## config.mk

```make
export PLATFORM = sky130hd
export DESIGN_NAME = mem_port_arbiter
export DESIGN_NICKNAME = d
export VERILOG_FILES = /design/src/rtl/mem_port_arbiter.sv
export SDC_FILE = /design/constraint.sdc
export NUM_CORES = 1
export LEC_CHECK = 0
export BUFFER_PORTS_ARGS = -buffer_cell sky130_fd_sc_hd__buf_2
export CORE_MARGIN = 3
export CORE_UTILIZATION = 30
export CTS_BUF_LIST = sky130_fd_sc_hd__clkbuf_2
export DETAILED_ROUTE_END_ITERATION = 10
export PLACE_DENSITY_LB_ADDON = 0.1
export SLEW_MARGIN = 10
export SYNTH_ARGS = -nofsm -noshare
export SYNTH_HDL_FRONTEND = slang
export SYNTH_SLANG_ARGS = --single-unit
```

## constraint.sdc

```tcl
create_clock -name clk -period 1.57 [get_ports clk]
set_input_delay 0.314 -clock clk [delete_from_list [all_inputs] [get_ports clk]]
set_output_delay 0.314 -clock clk [all_outputs]
set_load 0.01 [all_outputs]
```

## src/rtl/mem_port_arbiter.sv

```systemverilog
// Two-port round-robin arbiter for the shared main-memory port.
// One transaction at a time, with a watchdog that aborts stuck accesses.
module mem_port_arbiter #(
  parameter int ADDR_W  = 10,
  parameter int DATA_W  = 32,
  parameter int BLK_W   = 128,
  parameter int TIMEOUT = 15
) (
  input  logic              clk,
  input  logic              rst,
  input  logic              req0_read,
  input  logic              req0_write,
  input  logic [ADDR_W-1:0] req0_addr,
  input  logic [DATA_W-1:0] req0_wdata,
  output logic              req0_done,
  output logic [BLK_W-1:0]  req0_rdata,
  input  logic              req1_read,
  input  logic              req1_write,
  input  logic [ADDR_W-1:0] req1_addr,
  input  logic [DATA_W-1:0] req1_wdata,
  output logic              req1_done,
  output logic [BLK_W-1:0]  req1_rdata,
  output logic              mem_read,
  output logic              mem_write,
  output logic [ADDR_W-1:0] mem_addr,
  output logic [DATA_W-1:0] mem_wdata,
  input  logic              mem_ready,
  input  logic [BLK_W-1:0]  mem_rdata,
  output logic [1:0]        grant,
  output logic              busy,
  output logic              timeout_err
);

  localparam int CNT_W = $clog2(TIMEOUT + 1);
  localparam logic [CNT_W-1:0] CNT_LAST = CNT_W'(TIMEOUT - 1);

  typedef enum logic [1:0] {
    S_IDLE,
    S_ACCESS,
    S_RELEASE
  } state_t;

  state_t state_q, state_d;
  logic [CNT_W-1:0] cnt_q, cnt_d, cnt_inc;
  logic last_q, last_d;
  logic [1:0] grant_q, grant_d;
  logic busy_q, busy_d;
  logic terr_q, terr_d;
  logic done0_q, done0_d;
  logic done1_q, done1_d;
  logic [BLK_W-1:0] rd0_q, rd0_d;
  logic [BLK_W-1:0] rd1_q, rd1_d;
  logic mrd_q, mrd_d;
  logic mwr_q, mwr_d;
  logic [ADDR_W-1:0] maddr_q, maddr_d;
  logic [DATA_W-1:0] mwdata_q, mwdata_d;

  logic want0, want1, pick1;

  assign want0 = req0_read | req0_write;
  assign want1 = req1_read | req1_write;
  // on a tie the port that did not win last time goes next
  assign pick1 = want1 & (~want0 | ~last_q);
  assign cnt_inc = (cnt_q == '1) ? cnt_q : cnt_q + CNT_W'(1);

  always_comb begin
    state_d  = state_q;
    cnt_d    = cnt_q;
    last_d   = last_q;
    grant_d  = grant_q;
    busy_d   = busy_q;
    terr_d   = terr_q;
    done0_d  = 1'b0;
    done1_d  = 1'b0;
    rd0_d    = rd0_q;
    rd1_d    = rd1_q;
    mrd_d    = mrd_q;
    mwr_d    = mwr_q;
    maddr_d  = maddr_q;
    mwdata_d = mwdata_q;
    unique case (state_q)
      S_IDLE: begin
        if (want0 | want1) begin
          last_d   = pick1;
          grant_d  = pick1 ? 2'b10 : 2'b01;
          mwr_d    = pick1 ? req1_write : req0_write;
          mrd_d    = pick1 ? (req1_read & ~req1_write)
                           : (req0_read & ~req0_write);
          maddr_d  = pick1 ? req1_addr : req0_addr;
          mwdata_d = pick1 ? req1_wdata : req0_wdata;
          cnt_d    = '0;
          busy_d   = 1'b1;
          state_d  = S_ACCESS;
        end
      end
      S_ACCESS: begin
        cnt_d = cnt_inc;
        if (mem_ready || cnt_q == CNT_LAST) begin
          done0_d = ~last_q;
          done1_d = last_q;
          mrd_d   = 1'b0;
          mwr_d   = 1'b0;
          grant_d = 2'b00;
          state_d = S_RELEASE;
          if (!mem_ready) begin
            terr_d = 1'b1;
          end else if (mrd_q) begin
            if (last_q) rd1_d = mem_rdata;
            else        rd0_d = mem_rdata;
          end
        end
      end
      S_RELEASE: begin
        busy_d  = 1'b0;
        state_d = S_IDLE;
      end
      default: begin
        state_d = S_IDLE;
      end
    endcase
  end

  always_ff @(posedge clk or negedge rst) begin
    if (!rst) begin
      state_q  <= S_IDLE;
      cnt_q    <= '0;
      last_q   <= 1'b1;
      grant_q  <= 2'b00;
      busy_q   <= 1'b0;
      terr_q   <= 1'b0;
      done0_q  <= 1'b0;
      done1_q  <= 1'b0;
      rd0_q    <= '0;
      rd1_q    <= '0;
      mrd_q    <= 1'b0;
      mwr_q    <= 1'b0;
      maddr_q  <= '0;
      mwdata_q <= '0;
    end else begin
      state_q  <= state_d;
      cnt_q    <= cnt_d;
      last_q   <= last_d;
      grant_q  <= grant_d;
      busy_q   <= busy_d;
      terr_q   <= terr_d;
      done0_q  <= done0_d;
      done1_q  <= done1_d;
      rd0_q    <= rd0_d;
      rd1_q    <= rd1_d;
      mrd_q    <= mrd_d;
      mwr_q    <= mwr_d;
      maddr_q  <= maddr_d;
      mwdata_q <= mwdata_d;
    end
  end

  assign req0_done   = done0_q;
  assign req1_done   = done1_q;
  assign req0_rdata  = rd0_q;
  assign req1_rdata  = rd1_q;
  assign mem_read    = mrd_q;
  assign mem_write   = mwr_q;
  assign mem_addr    = maddr_q;
  assign mem_wdata   = mwdata_q;
  assign grant       = grant_q;
  assign busy        = busy_q;
  assign timeout_err = terr_q;

endmodule

```

==> parameters.txt, run 1 <==
Parameter                              Value

Run status
  Result of the run ... complete, but fails checks
  Violations in the final reports ... setup timing

Clocking
  Clock-pin slew reported for the worst setup and hold paths after clock tree synthesis ... 90 ps
  TritonCTS clock tree ... built
  Deepest level of the CTS H-tree ... 3
  Root buf cell ... sky130_fd_sc_hd__clkbuf_2
  CTS Buf Count ... 86
  Number of buffers on the longest clock path ... 3
  # clock sinks ... 313
  Clock latency reported for the late side of the worst-skew pair ... 930 ps

Route
  WL/cell ... 18.91 microns
  Number of iterations in the first detailed-routing pass ... 5
  Drt total wl ... 45450 microns
  Vias after detailed routing ... 11061
  Initial DRC count ... 376
  Antenna violation net count after detailed routing ... 0
  Number of vias per cell ... 4.603
  Count of unresolved DRC violations after routing ... 0

Synth
  Dominant synthesized flop cell ... sky130_fd_sc_hd__dfrtp_1
  Distinct cell type count after synthesis ... 39
  Mapped Avg Cell Area ... 14.47 sq um
  Mapped cell area ... 12370 sq um
  Cell taking the most area after synthesis ... sky130_fd_sc_hd__dfrtp_1
  Share of the yosys chip area belonging to registers ... 63.32%
  Number of flip-flops and latches in the synthesized netlist ... 313
  Number of nets in the synthesized netlist ... 1076
  Number of warnings reported in the yosys synthesis log ... 0
  Async set or reset register ratio after synthesis ... 100.0%
  Number of enable-type register cells in the synthesized netlist ... 0
  Top post-synthesis cells by area ... sky130_fd_sc_hd__dfrtp_1 (63%), sky130_fd_sc_hd__mux2_2 (23%), sky130_fd_sc_hd__nand3b_1 (2.5%), sky130_fd_sc_hd__a31oi_1 (2.1%), sky130_fd_sc_hd__o21ai_0 (2.0%)
  Mapped Cells ... 855
  Share of the synthesized area in the top cell type ... 63.11%

Layout
  Count of placed standard cells in the final layout, fillers left out ... 2403
  Most frequent standard cell in the layout excluding fill and tap cells ... sky130_fd_sc_hd__buf_2
  Syn-to-layout area delta ... 77.88%
  Leading cell types in the layout, fill and taps excluded ... sky130_fd_sc_hd__buf_2 (369), sky130_fd_sc_hd__dfrtp_1 (312), sky130_fd_sc_hd__dlygate4sd3_1 (249)
  Filler cell count ... 3491
  Final Net Count ... 2037
  Final Util ... 54.76%
  Fraction of final layout cells sized beyond drive strength 1 ... 58.44%

STA
  Final total negative setup slack ... -74220 ps
  RSZ-0062 raised after global routing ... true
  Highest achievable clock rate ... 544.8 MHz
  Worst setup skew after layout ... 55.86 ps
  Worst path setup slack after routing ... -265.4 ps
  Final hold violations ... 0
  Period utilization ... 116.9%
  Final count of pins violating max slew ... 0
  Number of failing setup endpoints in the final timing report ... 529
  Slew of the pin with the lowest slew margin ... 380.5 ps
  Period minus WS final ... 1835 ps
  Worst slew margin relative to its limit ... 74.42%

Power and ir drop
  Static power due to leakage ... 10.95 nW
  Max IR drop VDD ... 0.7689 mV
  Pwr Density ... 1747 nW/um^2

Setup path
  Register-to-register setup slack ... -260 ps
  Maximum net fanout on the critical path ... 2
  Cell occurring most often along the worst timing path ... sky130_fd_sc_hd__buf_6
  Cell at the slowest stage of the critical path ... sky130_fd_sc_hd__dfrtp_1
  Category of the critical setup timing path ... flip-flop to output port
  Longest individual stage delay on the worst path ... 400 ps
  R2R depth ... 6
  Reg-to-reg critical path startpoint ... state_q[1]
  CP cell instances ... buf_6, buf_6
  RR Endpoint ... req0_rdata[63]
  Kind of end point of the critical path ... output port
  Setup crit end ... mem_read
  Critical Path Start Type ... flip-flop
  Worst setup path startpoint ... mem_read
  Required time reported for the critical path endpoint ... 1260 ps
  Worst EP arrival ... 1520 ps

GRT
  Antenna violations before repair ... 1
  Pin count of the biggest net entering global routing ... 64
  Wire length of the first global-routing pass ... 67520 microns
  Aggregate global-route resource usage ... 19.53%
  Vias in the first global route ... 11940
  Remaining global-route overflow ... 0

Floorplan
  Core area ... 40190 sq um
  Core Rows ... 73
  Full die area ... 43710 sq um
  Die height ... 209.1 microns
  Die Wd ... 209.1 microns
  Number of top-level pins ... 525
  Initial core utilization ... 30.78%

Run
  Number of max-cap violations ... 0

Placed design
  Post-Place Setup Slack ... -223.6 ps
  Port-buffer cells ... 524
  Placed cells ... 1908
  Detailed-placement wirelength estimate ... 29890 microns
  GPL Wtd Cong ... 0.7945

Min path
  Worst hold path type ... input pin to flip-flop
==> layout make-up <==
class | instances | area [sq um] | share of cell area [%]
Clock buffer | 136 | 680.7 | 3.093
Antenna cell | 1 | 2.502 | 0.01137
Multi-Input combinational cell | 478 | 4534 | 20.60
Tap cell | 525 | 656.9 | 2.985
Timing Repair Buffer | 934 | 8178 | 37.16
Clock inverter | 13 | 110.1 | 0.5003
Inverter | 3 | 11.26 | 0.05117
Sequential cell | 313 | 7834 | 35.60
==> worst min path at each step <==
| stage | startpoint | endpoint | slack, ps | depth (start not counted) |
|---|---|---|---|---|
| after floorplan | rst | busy | 20 | 0 |
| after global placement | rst | req1_rdata[113] | 200 | 1 |
| after detailed placement | rst | req0_rdata[113] | 200 | 1 |
| after CTS | mem_rdata[112] | req0_rdata[112] | 0.03 | 3 |
| after global routing | mem_rdata[61] | req1_rdata[61] | 30 | 3 |
| final | mem_rdata[11] | req1_rdata[11] | 190 | 3 |
==> layer usage <==
metal / up-vias / track usage [%] / part of all wire (%)
met1: 5511 / 22.09 / 39
met5: - / 0 / 0
met4: 0 / 7.898 / 3.0
met2: 409 / 34.45 / 51
met3: 74 / 5.885 / 6.8
li1: 5067 / - / -
==> registers in the layout, summed over array words and instances (netlist names), 2 cells and up <==
name / count
req0_rdata: 128
req1_rdata: 128
mem_wdata: 32
mem_addr: 10
cnt_q: 4
grant: 2
state_q: 2
==> what timing repair did <==
item / in CTS / in global routing
setup buffers: 45 / 30
endpoints found under the setup margin: 542 / 571
resized for setup: 217 / 113
hold buffers: 248 / 3
cloned: 9 / 12
pin swaps: 1 / 3
endpoints found under the hold margin: 626 / 13
==> cell families (layout without fill, tap and decap cells) <==
| family | Yosys count | after routing | synth area share [%] |
|---|---|---|---|
| AOI/OAI and AO/OA | 147 | 147 | 6.604 |
| adders and majority gates | 2 | 2 | 0.2022 |
| buffers and inverters | 64 | 1086 | 2.387 |
| DFF | 313 | 313 | 63.32 |
| muxes | 260 | 260 | 23.68 |
| other | 0 | 1 | 0 |
| and+or+nand+nor | 69 | 69 | 3.813 |
==> synthesized netlist by cell type, types with 2 or more instances <==
cell and n:
sky130_fd_sc_hd__mux2_2 257, sky130_fd_sc_hd__inv_1 3, sky130_fd_sc_hd__buf_6 2, sky130_fd_sc_hd__o22ai_1 2, sky130_fd_sc_hd__nand3b_1 42, sky130_fd_sc_hd__buf_2 32, sky130_fd_sc_hd__nor2_1 6, sky130_fd_sc_hd__mux2i_1 2
sky130_fd_sc_hd__nand2b_1 2, sky130_fd_sc_hd__o21a_1 2, sky130_fd_sc_hd__a31oi_1 42, sky130_fd_sc_hd__o21ai_0 49, sky130_fd_sc_hd__and3_1 2, sky130_fd_sc_hd__a21oi_1 43, sky130_fd_sc_hd__o21ai_1 2, sky130_fd_sc_hd__clkbuf_1 27
sky130_fd_sc_hd__nand3_1 4, sky130_fd_sc_hd__dfrtp_1 312, sky130_fd_sc_hd__ha_1 2, sky130_fd_sc_hd__nand2_1 3
==> where the power goes <==
group / switching (mW) / internal (mW)
logic: 7.55 / 10.7
registers: 2.38 / 11.9
clock network: 3.39 / 2.58
total: 13.3 / 25.1
==> per-stage QoR <==
stage	hold slack (ps)	cell area, sq um	power (mW)
2_1_floorplan	18.41	12420	20.58
3_3_place_gp	203.8	16190	27.25
3_5_place_dp	201.2	16190	27.45
4_1_cts	0.03264	21030	37.18
5_1_grt	25.29	22010	40.87
6_report	185.7	22010	38.44
==> worst max-delay path: cells and delay by family (launching register included) <==
family,cells,cell delay [ps]
flip-flops,1,400
buffers and inverters,2,250
Power figures use the tool's default switching activity.
==> inputs of run 2 (changes only) <==
- ABC_CLOCK_PERIOD_IN_PS: unset -> 1570
- PLACE_DENSITY_LB_ADDON: 0.1 -> 0.25
==> run 2 against run 1 <==
Compared with the run above: non-clock buffer count grew 96; combinational power grew 17%; power grew 8.8%; critical path type unchanged; global-route usage grew 1.4 points; sequential power is essentially flat; maximum frequency grew 0.10%; clock-buffer cell count shrank 3; the run still ends with setup timing left; critical endpoint unchanged; worst hold slack lost 20 ps.
==> parameters.txt, run 2 (synthesis gave the netlist of run 1 again) <==
Parameter                              Value

STA
  Final hold violations ... 0 (unchanged)
  Highest achievable clock rate ... 545.4 MHz (+0.10%)
  Number of failing setup endpoints in the final timing report ... 528 (-0.19%)
  Period utilization ... 116.8% (-0.12 points)
  Worst setup skew after layout ... 82.11 ps (+26.25 ps)
  RSZ-0062 raised after global routing ... true
  Worst slew margin relative to its limit ... 55.50% (-19 points)
  Worst path setup slack after routing ... -263.5 ps (+1.873 ps)
  Slew of the pin with the lowest slew margin ... 667.3 ps (+286.8 ps)
  Period minus WS final ... 1834 ps (-1.873 ps)
  Final count of pins violating max slew ... 0 (unchanged)

Placed design
  Placement-stage cell area ... 16180 sq um (about the same)
  Post-Place Setup Slack ... -154.3 ps (+69.24 ps)
  Port-buffer cells ... 524 (unchanged)
  Detailed-placement wirelength estimate ... 28850 microns (-3.5%)
  GPL Wtd Cong ... 0.7960 (+0.19%)

Run status
  Result of the run ... complete, but fails checks
  Violations in the final reports ... setup timing

GRT
  Vias in the first global route ... 12546 (+5.1%)
  Antenna violations before repair ... 2 (+1)
  Wire length of the first global-routing pass ... 72330 microns (+7.1%)
  Remaining global-route overflow ... 0 (unchanged)
  Pin count of the biggest net entering global routing ... 58 (-9.4%)
  Aggregate global-route resource usage ... 20.93% (+1.4 points)

Floorplan
  Die height ... 209.1 microns (unchanged)
  Core Rows ... 73 (unchanged)
  Number of top-level pins ... 525 (unchanged)
  Die Wd ... 209.1 microns (unchanged)
  Initial core utilization ... 30.78% (unchanged)
  Core area ... 40190 sq um (unchanged)
  Full die area ... 43710 sq um (unchanged)

Power and ir drop
  Max IR drop VDD ... 0.8978 mV (+17%)
  Pwr Density ... 1800 nW/um^2 (+3.0%)
  Static power due to leakage ... 11.66 nW (+6.5%)

Layout
  Most frequent standard cell in the layout excluding fill and tap cells ... sky130_fd_sc_hd__buf_2
  Final Net Count ... 2133 (+4.7%)
  Filler cell count ... 3095 (-11%)
  Fraction of final layout cells sized beyond drive strength 1 ... 60.08% (+1.6 points)
  Final Instance Area ... 23230 sq um (+5.6%)
  Final Util ... 57.81% (+3.1 points)
  Syn-to-layout area delta ... 87.79%
  Leading cell types in the layout, fill and taps excluded ... sky130_fd_sc_hd__buf_2 (364), sky130_fd_sc_hd__dfrtp_1 (311), sky130_fd_sc_hd__dlygate4sd3_1 (254)

Route
  Drt total wl ... 50330 microns (+11%)
  Number of iterations in the first detailed-routing pass ... 5 (unchanged)
  Number of vias per cell ... 4.718 (+2.5%)
  WL/cell ... 20.13 microns (+6.5%)
  Vias after detailed routing ... 11796 (+6.6%)
  Antenna violation net count after detailed routing ... 0 (unchanged)
  Initial DRC count ... 567 (+51%)
  Count of unresolved DRC violations after routing ... 0 (unchanged)

Setup path
  Worst EP arrival ... 1520 ps (about the same)
  Sum of buffers and inverters on the critical path ... 2 (unchanged)
  Cell occurring most often along the worst timing path ... sky130_fd_sc_hd__buf_6
  Required time reported for the critical path endpoint ... 1260 ps (about the same)
  Kind of end point of the critical path ... output port
  Critical Path Start Type ... flip-flop
  CP cell instances ... buf_6, buf_6
  Longest individual stage delay on the worst path ... 400 ps (about the same)
  Cell at the slowest stage of the critical path ... sky130_fd_sc_hd__dfrtp_1
  Maximum net fanout on the critical path ... 2 (unchanged)
  Cell family with most CP delay ... flip-flops
  Category of the critical setup timing path ... flip-flop to output port

Clocking
  CTS Buf Count ... 86 (unchanged)
  # clock sinks ... 313 (unchanged)
  Clock-pin slew reported for the worst setup and hold paths after clock tree synthesis ... 90 ps (about the same)
  Deepest level of the CTS H-tree ... 3 (unchanged)
  Root buf cell ... sky130_fd_sc_hd__clkbuf_2
  Clock latency reported for the late side of the worst-skew pair ... 950 ps (+20 ps)
  Number of buffers on the longest clock path ... 3 (unchanged)
  TritonCTS clock tree ... built

Min path
  Worst hold path type ... input pin to flip-flop

Run
  Number of max-cap violations ... 0 (unchanged)
[run 2: cell types whose count changed in the layout (fill, tap and decap cells not counted), moves of 6 or more]
cell	delta
sky130_fd_sc_hd__buf_6	+9
sky130_fd_sc_hd__buf_12	+11
sky130_fd_sc_hd__mux2_4	+86
sky130_fd_sc_hd__buf_8	+13
sky130_fd_sc_hd__clkbuf_16	-6
sky130_fd_sc_hd__mux2_2	-86
sky130_fd_sc_hd__buf_4	+69
[run 2: final cells by class]
| class | count | area, sq um | share of cell area [%] |
|---|---|---|---|
| Timing Repair Buffer | 1030 | 9077 | 39.07 |
| Sequential cell | 313 | 7835 | 33.72 |
| Multi-Input combinational cell | 478 | 4860 | 20.92 |
| Clock buffer | 133 | 665.6 | 2.865 |
| Tap cell | 525 | 656.9 | 2.827 |
| Clock inverter | 17 | 125.1 | 0.5385 |
| Inverter | 3 | 11.26 | 0.04847 |
| Antenna cell | 1 | 2.502 | 0.01077 |
[run 2: path summary, 6_finish.rpt]
path | startpoint | endpoint | slack [ps] | cells past startpoint
setup / recovery | mem_read | mem_read | -260 | 2
hold / removal | mem_rdata[2] | req0_rdata[2] | 170 | 3
setup reg to reg | state_q[1] | req1_rdata[90] | -200 | 7
hold reg to reg | cnt_q[3] | cnt_q[3] | 500 | 1
max in group asynchronous | rst | req1_rdata[16] | 370 | 6
min in group asynchronous | rst | mem_addr[0] | 470 | 4
[run 2: what timing repair did]
item | 4_1_cts | 5_1_grt
hold endpoints to repair | 626 | 6
gates resized for setup | 375 | 87
buffers inserted | 65 | 112
endpoints found under the setup margin | 546 | 612
cloned | 19 | 8
pin swaps | 1 | 4
hold buffers | 253 | 3
[run 2: per-layer routing]
metal / vias to the layer above / wire length (microns) / GRT usage, %
met2: 596 / 25100 / 36.00
met5: - / 0 / 0
li1: 5263 / - / -
met1: 5808 / 19210 / 24.62
met3: 129 / 3873 / 6.110
met4: 0 / 2145 / 8.337
[run 2: per-stage QoR]
stage / std cells / power [mW] / hold WS, ps / setup TNS (ps)
2_1_floorplan: 855 / 20.58 / 18.41 / -2516
3_3_place_gp: 1910 / 27.06 / 199.1 / -32200
3_5_place_dp: 1910 / 27.36 / 195.5 / -34270
4_1_cts: 2396 / 38.47 / 0.4445 / -137010
5_1_grt: 2500 / 44.01 / 20.93 / -140920
6_report: 2500 / 41.82 / 165.8 / -73710
[run 2: power breakdown]
part / switching [mW] / internal, mW / leakage [nW]
registers: 2.59 / 11.9 / 3.84
logic: 8.47 / 12.8 / 7.21
clock network: 3.52 / 2.55 / 0.611
[run 2: worst register-to-register path, stage by stage, from the launching register on]
cell and delay (ps):
sky130_fd_sc_hd__dfrtp_1 400, sky130_fd_sc_hd__and2b_1 210, sky130_fd_sc_hd__nand4_1 160, sky130_fd_sc_hd__buf_6 170, sky130_fd_sc_hd__buf_12 140, sky130_fd_sc_hd__buf_4 150, sky130_fd_sc_hd__buf_12 140, sky130_fd_sc_hd__mux2_4 300
==> inputs of run 3 (changes only) <==
- CORE_ASPECT_RATIO: unset -> 0.9
==> run 3 against run 2 <==
Compared with the run above: the flow still finishes with violations (setup timing); die area about the same; worst setup slack worse by 120 ps; highest routed layer unchanged; first-iteration DRC count up 1.6%; non-clock buffer count up 105; clock skew down 3.3 ps.
==> parameters.txt, run 3 (synthesis gave the netlist of run 1 again) <==
Parameter                              Value

Setup path
  Category of the critical setup timing path ... flip-flop to output port
  Maximum net fanout on the critical path ... 2 (unchanged)
  RR Endpoint ... req0_rdata[31]
  Register-to-register setup slack ... -280 ps (-80 ps)
  CP cell instances ... buf_6, buf_6
  Kind of end point of the critical path ... output port
  Sum of buffers and inverters on the critical path ... 2 (unchanged)
  Worst EP arrival ... 1640 ps (+120 ps)
  Reg-to-reg critical path startpoint ... mem_read
  Required time reported for the critical path endpoint ... 1260 ps (about the same)
  Cell at the slowest stage of the critical path ... sky130_fd_sc_hd__dfrtp_1
  Longest individual stage delay on the worst path ... 410 ps (about the same)
  Critical Path Start Type ... flip-flop
  Cell occurring most often along the worst timing path ... sky130_fd_sc_hd__buf_6
  Cell family with most CP delay ... flip-flops
  R2R depth ... 9 (+2)

Clocking
  CTS Buf Count ... 85 (-1.2%)
  TritonCTS clock tree ... built
  Clock-pin slew reported for the worst setup and hold paths after clock tree synthesis ... 110 ps (+20 ps)
  Clock latency reported for the late side of the worst-skew pair ... 1000 ps (+50 ps)
  Deepest level of the CTS H-tree ... 3 (unchanged)
  Root buf cell ... sky130_fd_sc_hd__clkbuf_2
  # clock sinks ... 313 (unchanged)
  Number of buffers on the longest clock path ... 3 (unchanged)

Placed design
  Detailed-placement wirelength estimate ... 28950 microns (+0.36%)
  Post-Place Setup Slack ... -150.8 ps (+3.504 ps)
  Placement-stage cell area ... 16140 sq um (-0.26%)
  Port-buffer cells ... 524 (unchanged)
  Placed cells ... 1907 (-0.16%)
  GPL Wtd Cong ... 0.8176 (+2.7%)

GRT
  Pin count of the biggest net entering global routing ... 68 (+17%)
  Remaining global-route overflow ... 0 (unchanged)
  Antenna violations before repair ... 5 (+3)
  Wire length of the first global-routing pass ... 72400 microns (+0.11%)
  Aggregate global-route resource usage ... 21.22% (+0.29 points)
  Vias in the first global route ... 12941 (+3.1%)

STA
  Worst hold slack ... 169.5 ps (+3.662 ps)
  Period minus WS final ... 1957 ps (+123.5 ps)
  Highest achievable clock rate ... 511.0 MHz (-6.3%)
  Worst slew margin relative to its limit ... 69.91% (+14 points)
  RSZ-0062 raised after global routing ... true
  Final total negative setup slack ... -115100 ps (-41390 ps)
  Final hold violations ... 0 (unchanged)
  Worst path setup slack after routing ... -387.1 ps (-123.5 ps)
  Worst setup skew after layout ... 78.85 ps (-3.261 ps)
  Number of failing setup endpoints in the final timing report ... 565 (+7.0%)
  Final count of pins violating max slew ... 0 (unchanged)
  Period utilization ... 124.7% (+7.9 points)
  Slew of the pin with the lowest slew margin ... 451.3 ps (-216.0 ps)

Layout
  Multi-input logic area ... 4702 sq um (-3.2%)
  Area of all sequential standard cells ... 7836 sq um (about the same)
  Final Net Count ... 2237 (+4.9%)
  Syn-to-layout area delta ... 97.19%
  Most frequent standard cell in the layout excluding fill and tap cells ... sky130_fd_sc_hd__dlygate4sd3_1
  Count of placed standard cells in the final layout, fillers left out ... 2616 (+4.6%)
  Final Instance Area ... 24400 sq um (+5.0%)
  Final Util ... 60.90% (+3.1 points)
  Leading cell types in the layout, fill and taps excluded ... sky130_fd_sc_hd__dlygate4sd3_1 (400), sky130_fd_sc_hd__buf_2 (365), sky130_fd_sc_hd__dfrtp_1 (310)
  Filler cell count ... 2897 (-6.4%)
  Fraction of final layout cells sized beyond drive strength 1 ... 55.22% (-4.9 points)

Route
  Initial DRC count ... 576 (+1.6%)
  Vias after detailed routing ... 12464 (+5.7%)
  Number of vias per cell ... 4.765 (+0.98%)
  Number of iterations in the first detailed-routing pass ... 5 (unchanged)
  WL/cell ... 21.03 microns (+4.4%)
  Drt total wl ... 55010 microns (+9.3%)
  Antenna violation net count after detailed routing ... 0 (unchanged)
  Count of unresolved DRC violations after routing ... 0 (unchanged)

Floorplan
  Die Wd ... 220.1 microns (+5.3%)
  Initial core utilization ... 30.88% (+0.10 points)
  Die height ... 198.7 microns (-5.0%)
  Full die area ... 43720 sq um (about the same)
  Number of top-level pins ... 525 (unchanged)
  Core Rows ... 69 (-5.5%)
  Core area ... 40060 sq um (-0.32%)

Power and ir drop
  Static power due to leakage ... 12.10 nW (+3.8%)
  Pwr Density ... 1718 nW/um^2 (-4.6%)
  Total design power ... 41.90 mW (+0.21%)
  Max IR drop VDD ... 0.9388 mV (+4.6%)

Min path
  Startpoint of the lowest-slack hold path ... mem_rdata[83]
  Worst hold stages ... 3 (unchanged)
  Hold Crit Endpoint ... req0_rdata[83]
  Worst hold path type ... input pin to flip-flop

Run
  Number of max-cap violations ... 0 (unchanged)

Run status
  Result of the run ... complete, but fails checks
  Violations in the final reports ... setup timing
[run 3: where the power goes]
| group | internal, mW | total [mW] | switching, mW | leakage, nW |
|---|---|---|---|---|
| Clock | 2.70 | 6.25 | 3.55 | 0.624 |
| Sequential | 11.9 | 14.5 | 2.67 | 3.84 |
| Combinational | 12.4 | 21.1 | 8.72 | 7.64 |
| Total | 27.0 | 41.9 | 14.9 | 12.1 |
[run 3: timing repair]
item	in CTS	in global routing
gates resized for setup	228	162
buffers inserted	52	72
endpoints found under the hold margin	626	12
pin swaps	2	10
endpoints found under the setup margin	601	608
hold buffers	401	1
gates cloned	11	29
[run 3: worst min-delay path, cell delays in order]
cell and delay (ps):
sky130_fd_sc_hd__dlygate4sd3_1 550, sky130_fd_sc_hd__buf_2 120, sky130_fd_sc_hd__mux2_2 130
[run 3: how the worst max path moves through the flow]
stage | start | end | slack [ps] | cells after the start
5_1_grt | mem_read | mem_read | -580 | 2
6_report | mem_read | mem_read | -390 | 2
3_3_place_gp | state_q[0] | req1_rdata[5] | -120 | 5
3_5_place_dp | state_q[1] | req0_rdata[100] | -150 | 5
4_1_cts | mem_read | mem_read | -550 | 2
2_1_floorplan | state_q[1] | req0_rdata[52] | -40 | 5
[run 3: layer usage]
metal / wire (microns) / track usage (%)
met3: 4983 / 8.065
met4: 2228 / 8.083
met5: 0 / 0
met1: 20250 / 23.79
met2: 27540 / 36.73
[run 3: layout make-up]
type / count / area share (%)
timing repair buffer: 1135 / 42.45
sequential: 313 / 32.12
multi-input combinational: 478 / 19.27
tap: 532 / 2.728
clock buffer: 132 / 2.708
clock inverter: 16 / 0.6001
antenna: 7 / 0.07180
inverter: 3 / 0.04616
